### config.mk
export PLATFORM = sky130hd
export DESIGN_NAME = slope_tracker
export DESIGN_NICKNAME = d
export VERILOG_FILES = /design/src/rtl/slope_tracker_pkg.sv /design/src/rtl/slope_tracker_step_classifier.sv /design/src/rtl/slope_tracker.sv
export SDC_FILE = /design/constraint.sdc
export NUM_CORES = 1
export LEC_CHECK = 0
export CAP_MARGIN = 20
export CORE_MARGIN = 10
export CORE_UTILIZATION = 58
export CTS_BUF_LIST = sky130_fd_sc_hd__clkbuf_4 sky130_fd_sc_hd__clkbuf_8
export DETAILED_ROUTE_END_ITERATION = 6
export PLACE_DENSITY = 0.88
export RECOVER_POWER = 25
export SLEW_MARGIN = 20
export SYNTH_ARGS = -nofsm -noshare
export SYNTH_HDL_FRONTEND = slang
export SYNTH_SLANG_ARGS = --single-unit
### constraint.sdc
create_clock -name adc_clk -period 8.38 [get_ports adc_clk]
set_input_delay 1.676 -clock adc_clk [delete_from_list [all_inputs] [get_ports adc_clk]]
set_output_delay 1.676 -clock adc_clk [all_outputs]
set_load 0.05 [all_outputs]
### src/rtl/slope_tracker_pkg.sv
// Shared types and helpers for the slope tracker: FSM states, step classes
// and an order compare that works for both signed and unsigned samples.
package slope_tracker_pkg;

    typedef enum logic [1:0] {IDLE, UNKNOWN, RISING, FALLING} state_t;
    typedef enum logic [1:0] {FLAT, UP, DOWN} step_t;

    localparam int SAMPLE_MAX_W = 64;

    // Flipping the sign bit maps two's complement order onto unsigned order.
    function automatic logic sample_greater(
        input logic [SAMPLE_MAX_W-1:0] a,
        input logic [SAMPLE_MAX_W-1:0] b,
        input int                      width,
        input logic                    is_signed
    );
        logic [SAMPLE_MAX_W-1:0] bias;
        bias = is_signed ? (SAMPLE_MAX_W'(1) << (width - 1)) : '0;
        return (a ^ bias) > (b ^ bias);
    endfunction

endpackage

### src/rtl/slope_tracker_step_classifier.sv
// Combinational step classifier: widened delta between the current and
// previous sample, compared against a zero-extended threshold.
module step_classifier
    import slope_tracker_pkg::*;
#(
    parameter int DATA_WIDTH   = 14,
    parameter int THRESH_WIDTH = 12,
    parameter int SIGNED_DATA  = 1
) (
    input  logic [DATA_WIDTH-1:0]   din,
    input  logic [DATA_WIDTH-1:0]   prev_sample,
    input  logic [THRESH_WIDTH-1:0] threshold,
    output step_t                   step
);

    // Wide enough that neither the delta nor the negated threshold can wrap.
    localparam int W = ((DATA_WIDTH > THRESH_WIDTH) ? DATA_WIDTH : THRESH_WIDTH) + 2;

    logic          din_sign;
    logic          prev_sign;
    logic signed [W-1:0] din_ext;
    logic signed [W-1:0] prev_ext;
    logic signed [W-1:0] thr_ext;
    logic signed [W-1:0] delta;

    assign din_sign  = (SIGNED_DATA != 0) && din[DATA_WIDTH-1];
    assign prev_sign = (SIGNED_DATA != 0) && prev_sample[DATA_WIDTH-1];
    assign din_ext   = {{(W-DATA_WIDTH){din_sign}}, din};
    assign prev_ext  = {{(W-DATA_WIDTH){prev_sign}}, prev_sample};
    assign thr_ext   = {{(W-THRESH_WIDTH){1'b0}}, threshold};
    assign delta     = din_ext - prev_ext;

    always_comb begin
        step = FLAT;
        if (delta > thr_ext) begin
            step = UP;
        end else if (delta < -thr_ext) begin
            step = DOWN;
        end
    end

endmodule

### src/rtl/slope_tracker.sv
// Rising/falling classifier for a sampled ADC stream with confirmation
// filtering, peak/valley capture and a turn event counter.
module slope_tracker
    import slope_tracker_pkg::*;
#(
    parameter int DATA_WIDTH    = 14,
    parameter int THRESH_WIDTH  = 12,
    parameter int CONFIRM_WIDTH = 8,
    parameter int SIGNED_DATA   = 1
) (
    input  logic                     adc_clk,
    input  logic                     rst,
    input  logic                     din_valid,
    input  logic [DATA_WIDTH-1:0]    din,
    input  logic [THRESH_WIDTH-1:0]  threshold,
    input  logic [CONFIRM_WIDTH-1:0] confirm_len,
    output logic                     rising,
    output logic                     falling,
    output logic                     turn_pulse,
    output logic                     turn_is_peak,
    output logic [DATA_WIDTH-1:0]    extreme_value,
    output logic [31:0]              turn_count
);

    localparam logic IS_SIGNED = (SIGNED_DATA != 0);

    state_t                   state, state_n;
    step_t                    step;
    logic [CONFIRM_WIDTH-1:0] cnt, cnt_n, cnt_inc, eff_len, run_len;
    logic                     unknown_up, unknown_up_n;
    logic [DATA_WIDTH-1:0]    prev_sample, prev_n;
    logic [DATA_WIDTH-1:0]    tracker, tracker_n;
    logic [DATA_WIDTH-1:0]    rise_extreme, fall_extreme;
    logic                     pulse_n, peak_n;
    logic [DATA_WIDTH-1:0]    extreme_n;
    logic [31:0]              count_n;

    step_classifier #(
        .DATA_WIDTH   (DATA_WIDTH),
        .THRESH_WIDTH (THRESH_WIDTH),
        .SIGNED_DATA  (SIGNED_DATA)
    ) u_classifier (
        .din          (din),
        .prev_sample  (prev_sample),
        .threshold    (threshold),
        .step         (step)
    );

    // A zero confirmation length behaves as one; the counter saturates so a
    // long opposing run can never wrap back below the confirmation length.
    assign eff_len = (confirm_len == '0) ? CONFIRM_WIDTH'(1) : confirm_len;
    assign cnt_inc = (cnt == '1) ? cnt : cnt + CONFIRM_WIDTH'(1);

    assign rise_extreme = sample_greater(SAMPLE_MAX_W'(din), SAMPLE_MAX_W'(tracker),
                                         DATA_WIDTH, IS_SIGNED) ? din : tracker;
    assign fall_extreme = sample_greater(SAMPLE_MAX_W'(tracker), SAMPLE_MAX_W'(din),
                                         DATA_WIDTH, IS_SIGNED) ? din : tracker;

    always_comb begin
        state_n      = state;
        cnt_n        = cnt;
        unknown_up_n = unknown_up;
        prev_n       = prev_sample;
        tracker_n    = tracker;
        run_len      = '0;
        pulse_n      = 1'b0;
        peak_n       = turn_is_peak;
        extreme_n    = extreme_value;
        count_n      = turn_count;
        if (din_valid) begin
            prev_n = din;
            case (state)
                IDLE: state_n = UNKNOWN;
                UNKNOWN: begin
                    if (step != FLAT) begin
                        unknown_up_n = (step == UP);
                        run_len = (cnt != '0 && unknown_up == (step == UP)) ? cnt_inc
                                                                             : CONFIRM_WIDTH'(1);
                        if (run_len >= eff_len) begin
                            state_n   = (step == UP) ? RISING : FALLING;
                            tracker_n = din;
                            cnt_n     = '0;
                        end else begin
                            cnt_n = run_len;
                        end
                    end
                end
                RISING: begin
                    tracker_n = rise_extreme;
                    if (step == UP) begin
                        cnt_n = '0;
                    end else if (step == DOWN) begin
                        if (cnt_inc >= eff_len) begin
                            state_n   = FALLING;
                            pulse_n   = 1'b1;
                            peak_n    = 1'b1;
                            extreme_n = rise_extreme;
                            count_n   = turn_count + 32'd1;
                            tracker_n = din;
                            cnt_n     = '0;
                        end else begin
                            cnt_n = cnt_inc;
                        end
                    end
                end
                FALLING: begin
                    tracker_n = fall_extreme;
                    if (step == DOWN) begin
                        cnt_n = '0;
                    end else if (step == UP) begin
                        if (cnt_inc >= eff_len) begin
                            state_n   = RISING;
                            pulse_n   = 1'b1;
                            peak_n    = 1'b0;
                            extreme_n = fall_extreme;
                            count_n   = turn_count + 32'd1;
                            tracker_n = din;
                            cnt_n     = '0;
                        end else begin
                            cnt_n = cnt_inc;
                        end
                    end
                end
                default: state_n = IDLE;
            endcase
        end
    end

    always_ff @(posedge adc_clk) begin
        if (rst) begin
            state         <= IDLE;
            cnt           <= '0;
            unknown_up    <= 1'b0;
            prev_sample   <= '0;
            tracker       <= '0;
            rising        <= 1'b0;
            falling       <= 1'b0;
            turn_pulse    <= 1'b0;
            turn_is_peak  <= 1'b0;
            extreme_value <= '0;
            turn_count    <= '0;
        end else begin
            state         <= state_n;
            cnt           <= cnt_n;
            unknown_up    <= unknown_up_n;
            prev_sample   <= prev_n;
            tracker       <= tracker_n;
            rising        <= (state_n == RISING);
            falling       <= (state_n == FALLING);
            turn_pulse    <= pulse_n;
            turn_is_peak  <= peak_n;
            extreme_value <= extreme_n;
            turn_count    <= count_n;
        end
    end

endmodule

# ---- Yosys cells after proc, flatten, opt, wreduce, memory -nomap -nowiden
# Index checks and enable logic that the tools add are counted.
dict set report word_totals {
  output_inout_bits 50
  regBits 89
}
dict set report op_classes {
  order_cmp 6
  eq_ne 19
  bitwise_logic 3
  n_reduce_logical 13
  n_addsub 4
  muxes 61
}
# cell count
set ops {}
lappend ops {{$mux 14} 16}
lappend ops {{$mux 32} 5}
lappend ops {{$mux 8} 10}
lappend ops {{$pmux 32 s2} 1}
lappend ops {{$pmux 14 s3} 1}
lappend ops {{$add 32x1->32 const B} 1}
lappend ops {{$gt 14x14->1} 2}
lappend ops {{$pmux 14 s2} 1}
lappend ops {{$pmux 8 s3} 1}
lappend ops {{$mux 2} 11}
lappend ops {{$ge 8x8->1} 2}
lappend ops {{$gt 16x13->1} 1}
lappend ops {{$lt 16x16->1} 1}
lappend ops {{$ne 2x2->1 const B} 8}
lappend ops {{$neg 12->16} 1}
lappend ops {{$sub 14x14->15} 1}
lappend ops {{$mux 1} 12}
lappend ops {{$eq 2x2->1 const B} 5}
lappend ops {{$add 8x1->8 const B} 1}
lappend ops {{$eq 8x8->1 const B} 1}
lappend ops {{$logic_not 8->1} 1}
lappend ops {{$pmux 2 s4} 1}
lappend ops {{$reduce_and 8->1} 1}
lappend ops {{$reduce_bool 8->1} 1}
lappend ops {{other kinds (14)} 20}

# ---- Longest topological paths before layout
# Gate-level depths: netlist of run 1.
dict set report depth {
  depth_word 14
  depth_mapped 31
  mapped_depth_nobuf 30
}

# ---- By module
# Synthesis of run 1 repeated with hierarchy kept, for this count alone.
dict set report unflattened {
  cells_unflattened 780
  area_unflattened_um2 6528.8
}
# mod cells_each seq_area_each_um2 n_inst area_each_um2
set by_module_without_submodules {}
lappend by_module_without_submodules {slope_tracker 558 1781.7 1 4894.7}
lappend by_module_without_submodules {step_classifier 222 0.0 1 1634.1}

# ---- Worst setup path after synthesis of run 1
# Ideal clock, no wire load.
dict set report synth_timing {
  kind {input to register}
  from {in din[2]}
  to {reg tracker[10]}
  path_stages 29
  n_path_buf 2
  t_required_ns 8.308
  t_arrival_ns 7.146
  path_slack_ns 1.162
  setup_time_ns 0.072
  cell_sequence {ha_1 > o211a_1 > o31ai_1 > a21boi_0 > o21ai_0 > a21boi_0 > o21ai_0 > a21boi_0 > mux2i_1 > o2111ai_1 > ha_1 > a21oi_1 > o21ai_0 > or3_1 > a221oi_2 > o21ai_0 > and3_1 > clkbuf_1 > and2_1 > ha_1 > nand2b_1 > a21o_1 > a21oi_1 > o21ai_0 > o41a_1 > nand4_1 > a211oi_4 > buf_4 > mux2i_1}
}
dict set report synth_between {
  elab_chain_len 11
  elab_cells_between_ends 26
}
# item line
set synth_rtl {}
lappend synth_rtl {{from (decl)} slope_tracker.sv:14} ;# input logic [DATA_WIDTH-1:0] din,
lappend synth_rtl {{$sub 14x14->15} slope_tracker_step_classifier.sv:31} ;# assign delta = din_ext - prev_ext;
lappend synth_rtl {{$lt 16x16->1} slope_tracker_step_classifier.sv:37} ;# end else if (delta < -thr_ext) begin
lappend synth_rtl {{$mux 2} slope_tracker_step_classifier.sv:37}
lappend synth_rtl {{$mux 2} slope_tracker_step_classifier.sv:35} ;# if (delta > thr_ext) begin
lappend synth_rtl {{$eq 2x1->1} {slope_tracker.sv:77, slope_tracker.sv:90, slope_tracker.sv:110}}
lappend synth_rtl {{$eq 1x1->1} slope_tracker.sv:77} ;# run_len = (cnt != '0 && unknown_up == (step == UP)) ? cnt_inc
lappend synth_rtl {{$logic_and 1x1->1} slope_tracker.sv:77}
lappend synth_rtl {{$mux 8} slope_tracker.sv:77}
lappend synth_rtl {{$ge 8x8->1} slope_tracker.sv:79} ;# if (run_len >= eff_len) begin
lappend synth_rtl {{$ne 2x2->1 (no source line)} n/a}
lappend synth_rtl {{$reduce_and 4->1 (no source line)} n/a}
lappend synth_rtl {{to (signal assigned)} slope_tracker.sv:147} ;# tracker <= tracker_n;
lappend synth_rtl {{to (decl)} slope_tracker.sv:32} ;# logic [DATA_WIDTH-1:0] tracker, tracker_n;
# Parallel ways exist; a longest one is shown, timed or not.
# A chain may end at the register's enable or synchronous reset.

# ---- Final worst setup path of run 1
dict set report layout_timing {
  from {in din[4]}
  to {reg cnt[6]}
}
dict set report layout_between {
  elab_chain_len 12
  elab_cells_between_ends 21
}
# item line
set layout_rtl {}
lappend layout_rtl {{$sub 14x14->15 *} slope_tracker_step_classifier.sv:31}
lappend layout_rtl {{$lt 16x16->1} slope_tracker_step_classifier.sv:37}
lappend layout_rtl {{$mux 2} slope_tracker_step_classifier.sv:37}
lappend layout_rtl {{$mux 2 *} slope_tracker_step_classifier.sv:35}
lappend layout_rtl {{$eq 2x1->1} {slope_tracker.sv:77, slope_tracker.sv:90, slope_tracker.sv:110}}
lappend layout_rtl {{$eq 1x1->1} slope_tracker.sv:77}
lappend layout_rtl {{$logic_and 1x1->1} slope_tracker.sv:77}
lappend layout_rtl {{$mux 8} slope_tracker.sv:77}
lappend layout_rtl {{$ge 8x8->1} slope_tracker.sv:79}
lappend layout_rtl {{$mux 8} slope_tracker.sv:79}
lappend layout_rtl {{$mux 8} slope_tracker.sv:75} ;# if (step != FLAT) begin
lappend layout_rtl {{$pmux 8 s3} slope_tracker.sv:72} ;# case (state)
lappend layout_rtl {{to (signal assigned)} slope_tracker.sv:144} ;# cnt <= cnt_n;
lappend layout_rtl {{to (decl)} slope_tracker.sv:29} ;# logic [CONFIRM_WIDTH-1:0] cnt, cnt_n, cnt_inc, eff_len, run_len;
# Mark *: on every way between the ends. The rest lies on a longest branch, timed or not. The select of a mux whose other input is x is not followed.

==> metrics.txt, run 1 <==
EDFF count, synth 0; synthesis warning total 0; fin util 70.51%; hold path startpoint extreme_value[13]; Via density 5.803; Setup Skew 0.01636 ns; share of post-route cells with drive strength above 1 4.920%; Post-synth top flop dfxtp_1; Slew headroom 28.62%; critical path required time 8.65 ns; Synth Net Count 907; post-layout minimum cycle time 7.803 ns; Final Hold Vio Count 0; library cells used by synthesis 65; FF-to-FF Start prev_sample[4]; setup repair bufs after CTS 0; Critical Path End Type register; die height 126.1 um; Post-Synthesis Cell Area 6535 sq um; Antenna diodes 0; worst min path class register to register; initial antenna violation count 0; Area contributors post-synth dfxtp_1, ha_1, mux2i_1; synthesized netlist cell count 794; setup_tns 0 ns; worst hold endpoint extreme_value[13]; nets 982; Slew Limit Fails 0; mean post-synth cell area 8.231 sq um; worst slew pin tran 1.067 ns; core box area 10940 sq um; routed len/inst 14.96 um; Highest Clock Rate 128.2 MHz; antenna viol nets, final 0; area share of the largest cell type after synthesis 27.26%; via count of the routed design 5884; critical path data arrival time 8.07 ns; die area 15910 sq um; Clk Latency, worst-skew pair 0.37 ns; worst ir drop on vdd 0.1098 mV; PwrDens 123.0 nW/um^2; initial DRC count 433; r2r setup slk 2.05 ns; Synth Register Bits 89; Clk pin slew, worst setup/hold paths 0.10 ns; CTS tree yes; # IOs 87; row cnt 38; R2R depth 28; via count of the first global-routing pass 5601; first-pass GRT wire length 25.88 mm; top cell type by total area after synthesis dfxtp_1; clock buffer depth 2; P_leak 0.003130 uW; Hold Crit Depth 2; Worst R2R End cnt[6]; Layout area overhead 18.00%; fill count 882; unrepaired setup endpoints after global routing no; largest net degree at the start of global routing 105; Critical Path Source din[4]; CP startpoint kind primary input; total iterations of the first detailed-routing run 5; CTS sink count 89; Critical Path Fanout Max 8; CP Class primary input to register; gr ovfl total 0; PortBufs 86; Detailed Place HPWL 11.75 mm; htree depth 3; Root Driver clkbuf_8; Placer Congestion 0.8779; Initial Utilization 59.76%; final WL 15.17 mm; Overall Global Routing Usage 18.57%; number of CTS-inserted buffers 9; total chip power 948.6 uW; Die Width 126.1 um; outcome finished, final reports clean; final worst path period share 93.11%; final setup vio count 0; FFs w/ async S/R, synth 0%; cts repair resizes 0; max_cap viols 0; Hold-fix buffers, CTS 0; post-synthesis sequential area ratio 27.26%; Remaining DRCs 0
==> logic make-up after synthesis <==
group	after synthesis	synth area share (%)
and+or+nand+nor	276	22.52
xor gates and xnor gates	32	4.289
buffers and inverters	100	5.974
muxes	44	6.759
DFF	89	27.26
AOI/OAI and AO/OA	177	18.53
adders and majority gates	76	14.67
==> metrics by stage <==
stage	worst slack, ns	instance area, sq um	instances	hold slack, ns
after floorplan	1.162	6535	794	0.4491
after global placement	0.2902	7515	998	0.4732
after detailed placement	0.1582	7515	998	0.4854
after CTS	0.5046	7704	1014	0.4977
after global routing	0.03272	7711	1014	0.5255
final	0.5770	7711	1014	0.4981
==> critical path, stage by stage <==
cell,delay (ns)
clkdlybuf4s50_1,0.50
ha_1,0.40
o211a_1,0.16
o31ai_1,0.09
a21boi_0,0.22
o21ai_0,0.14
a21boi_0,0.24
o21ai_0,0.14
a21boi_1,0.24
mux2i_1,0.21
o2111ai_1,0.16
ha_1,0.34
a21oi_1,0.14
o21ai_0,0.10
or3_1,0.42
a221oi_2,0.38
o21ai_0,0.15
and3_1,0.28
and2_1,0.19
ha_1,0.26
nand2b_1,0.14
a21o_1,0.17
a21oi_1,0.13
o21ai_0,0.10
o41a_1,0.35
nor2_1,0.16
a32oi_1,0.20
o41ai_2,0.39
==> synthesized netlist by cell type (all sizes together), types with 14 or more instances <==
cell and number:
nand4 16, inv 69, and2 14, o211ai 14
ha 75, a211oi 22, clkbuf 22, xnor2 20
or3 14, nor2 70, nand3 24, nand2 35
nand2b 36, dfxtp 89, o21ai 36, mux2i 43
a21oi 47
==> cell type report <==
cell class	instances	area (sq um)	area share (%)
clock buffer	11	151.4	1.963
clock inverter	5	37.54	0.4868
inverter	69	259.0	3.359
multi-input combinational	605	4370	56.68
sequential	89	1782	23.11
tap	140	175.2	2.272
timing repair buffer	95	935.9	12.14
==> worst max-delay path by stage <==
stage / to / slack, ns / cells after the start
2_1_floorplan: tracker[10] / 1.16 / 29
3_3_place_gp: cnt[6] / 0.29 / 28
3_5_place_dp: cnt[6] / 0.16 / 28
4_1_cts: cnt[6] / 0.50 / 28
5_1_grt: cnt[6] / 0.03 / 28
6_report: cnt[6] / 0.58 / 28
==> placed cells by master, fill, tap and decap left out, types with 21 or more instances in the layout <==
cell,count
dfxtp_1,89
ha_1,75
nor2_1,70
inv_1,69
clkdlybuf4s50_1,64
a21oi_1,46
mux2i_1,43
nand2b_1,36
nand2_1,35
o21ai_0,34
nand3_1,24
dlygate4sd3_1,21
==> power breakdown <==
part	internal [uW]	switching [uW]	leakage (uW)	total (uW)
sequential	428	4.22	0.000720	432
combinational	101	134	0.00232	234
clock	125	157	0.0000919	282
total	653	295	0.00313	949
==> metal layers <==
layer | wire length, um | GRT usage [%] | up-vias
met5 | 0 | 0 | -
met4 | 93 | 3.282 | 0
met3 | 826 | 4.740 | 8
met2 | 7294 | 31.79 | 149
met1 | 6953 | 23.18 | 2723
li1 | - | - | 3004
==> state kept, by name, indices dropped and copies added, names as in the netlist, named ones only <==
name and count:
turn_count 32, extreme_value 14, prev_sample 14, tracker 14, cnt 8, falling 1
rising 1, state 1, turn_is_peak 1, turn_pulse 1, unknown_up 1
Note: power is estimated with default switching activity, not from simulation.
==> run 2: changes to the inputs <==
--- a/config.mk
+++ b/config.mk
@@ -10,6 +10,7 @@
 export CORE_UTILIZATION = 58
 export CTS_BUF_LIST = sky130_fd_sc_hd__clkbuf_4 sky130_fd_sc_hd__clkbuf_8
 export DETAILED_ROUTE_END_ITERATION = 6
+export GPL_ROUTABILITY_DRIVEN = 0
 export PLACE_DENSITY = 0.88
 export RECOVER_POWER = 25
 export SLEW_MARGIN = 20
==> results of run 2 <==
Final layout, timing and power as in run 1 (identical DEF).
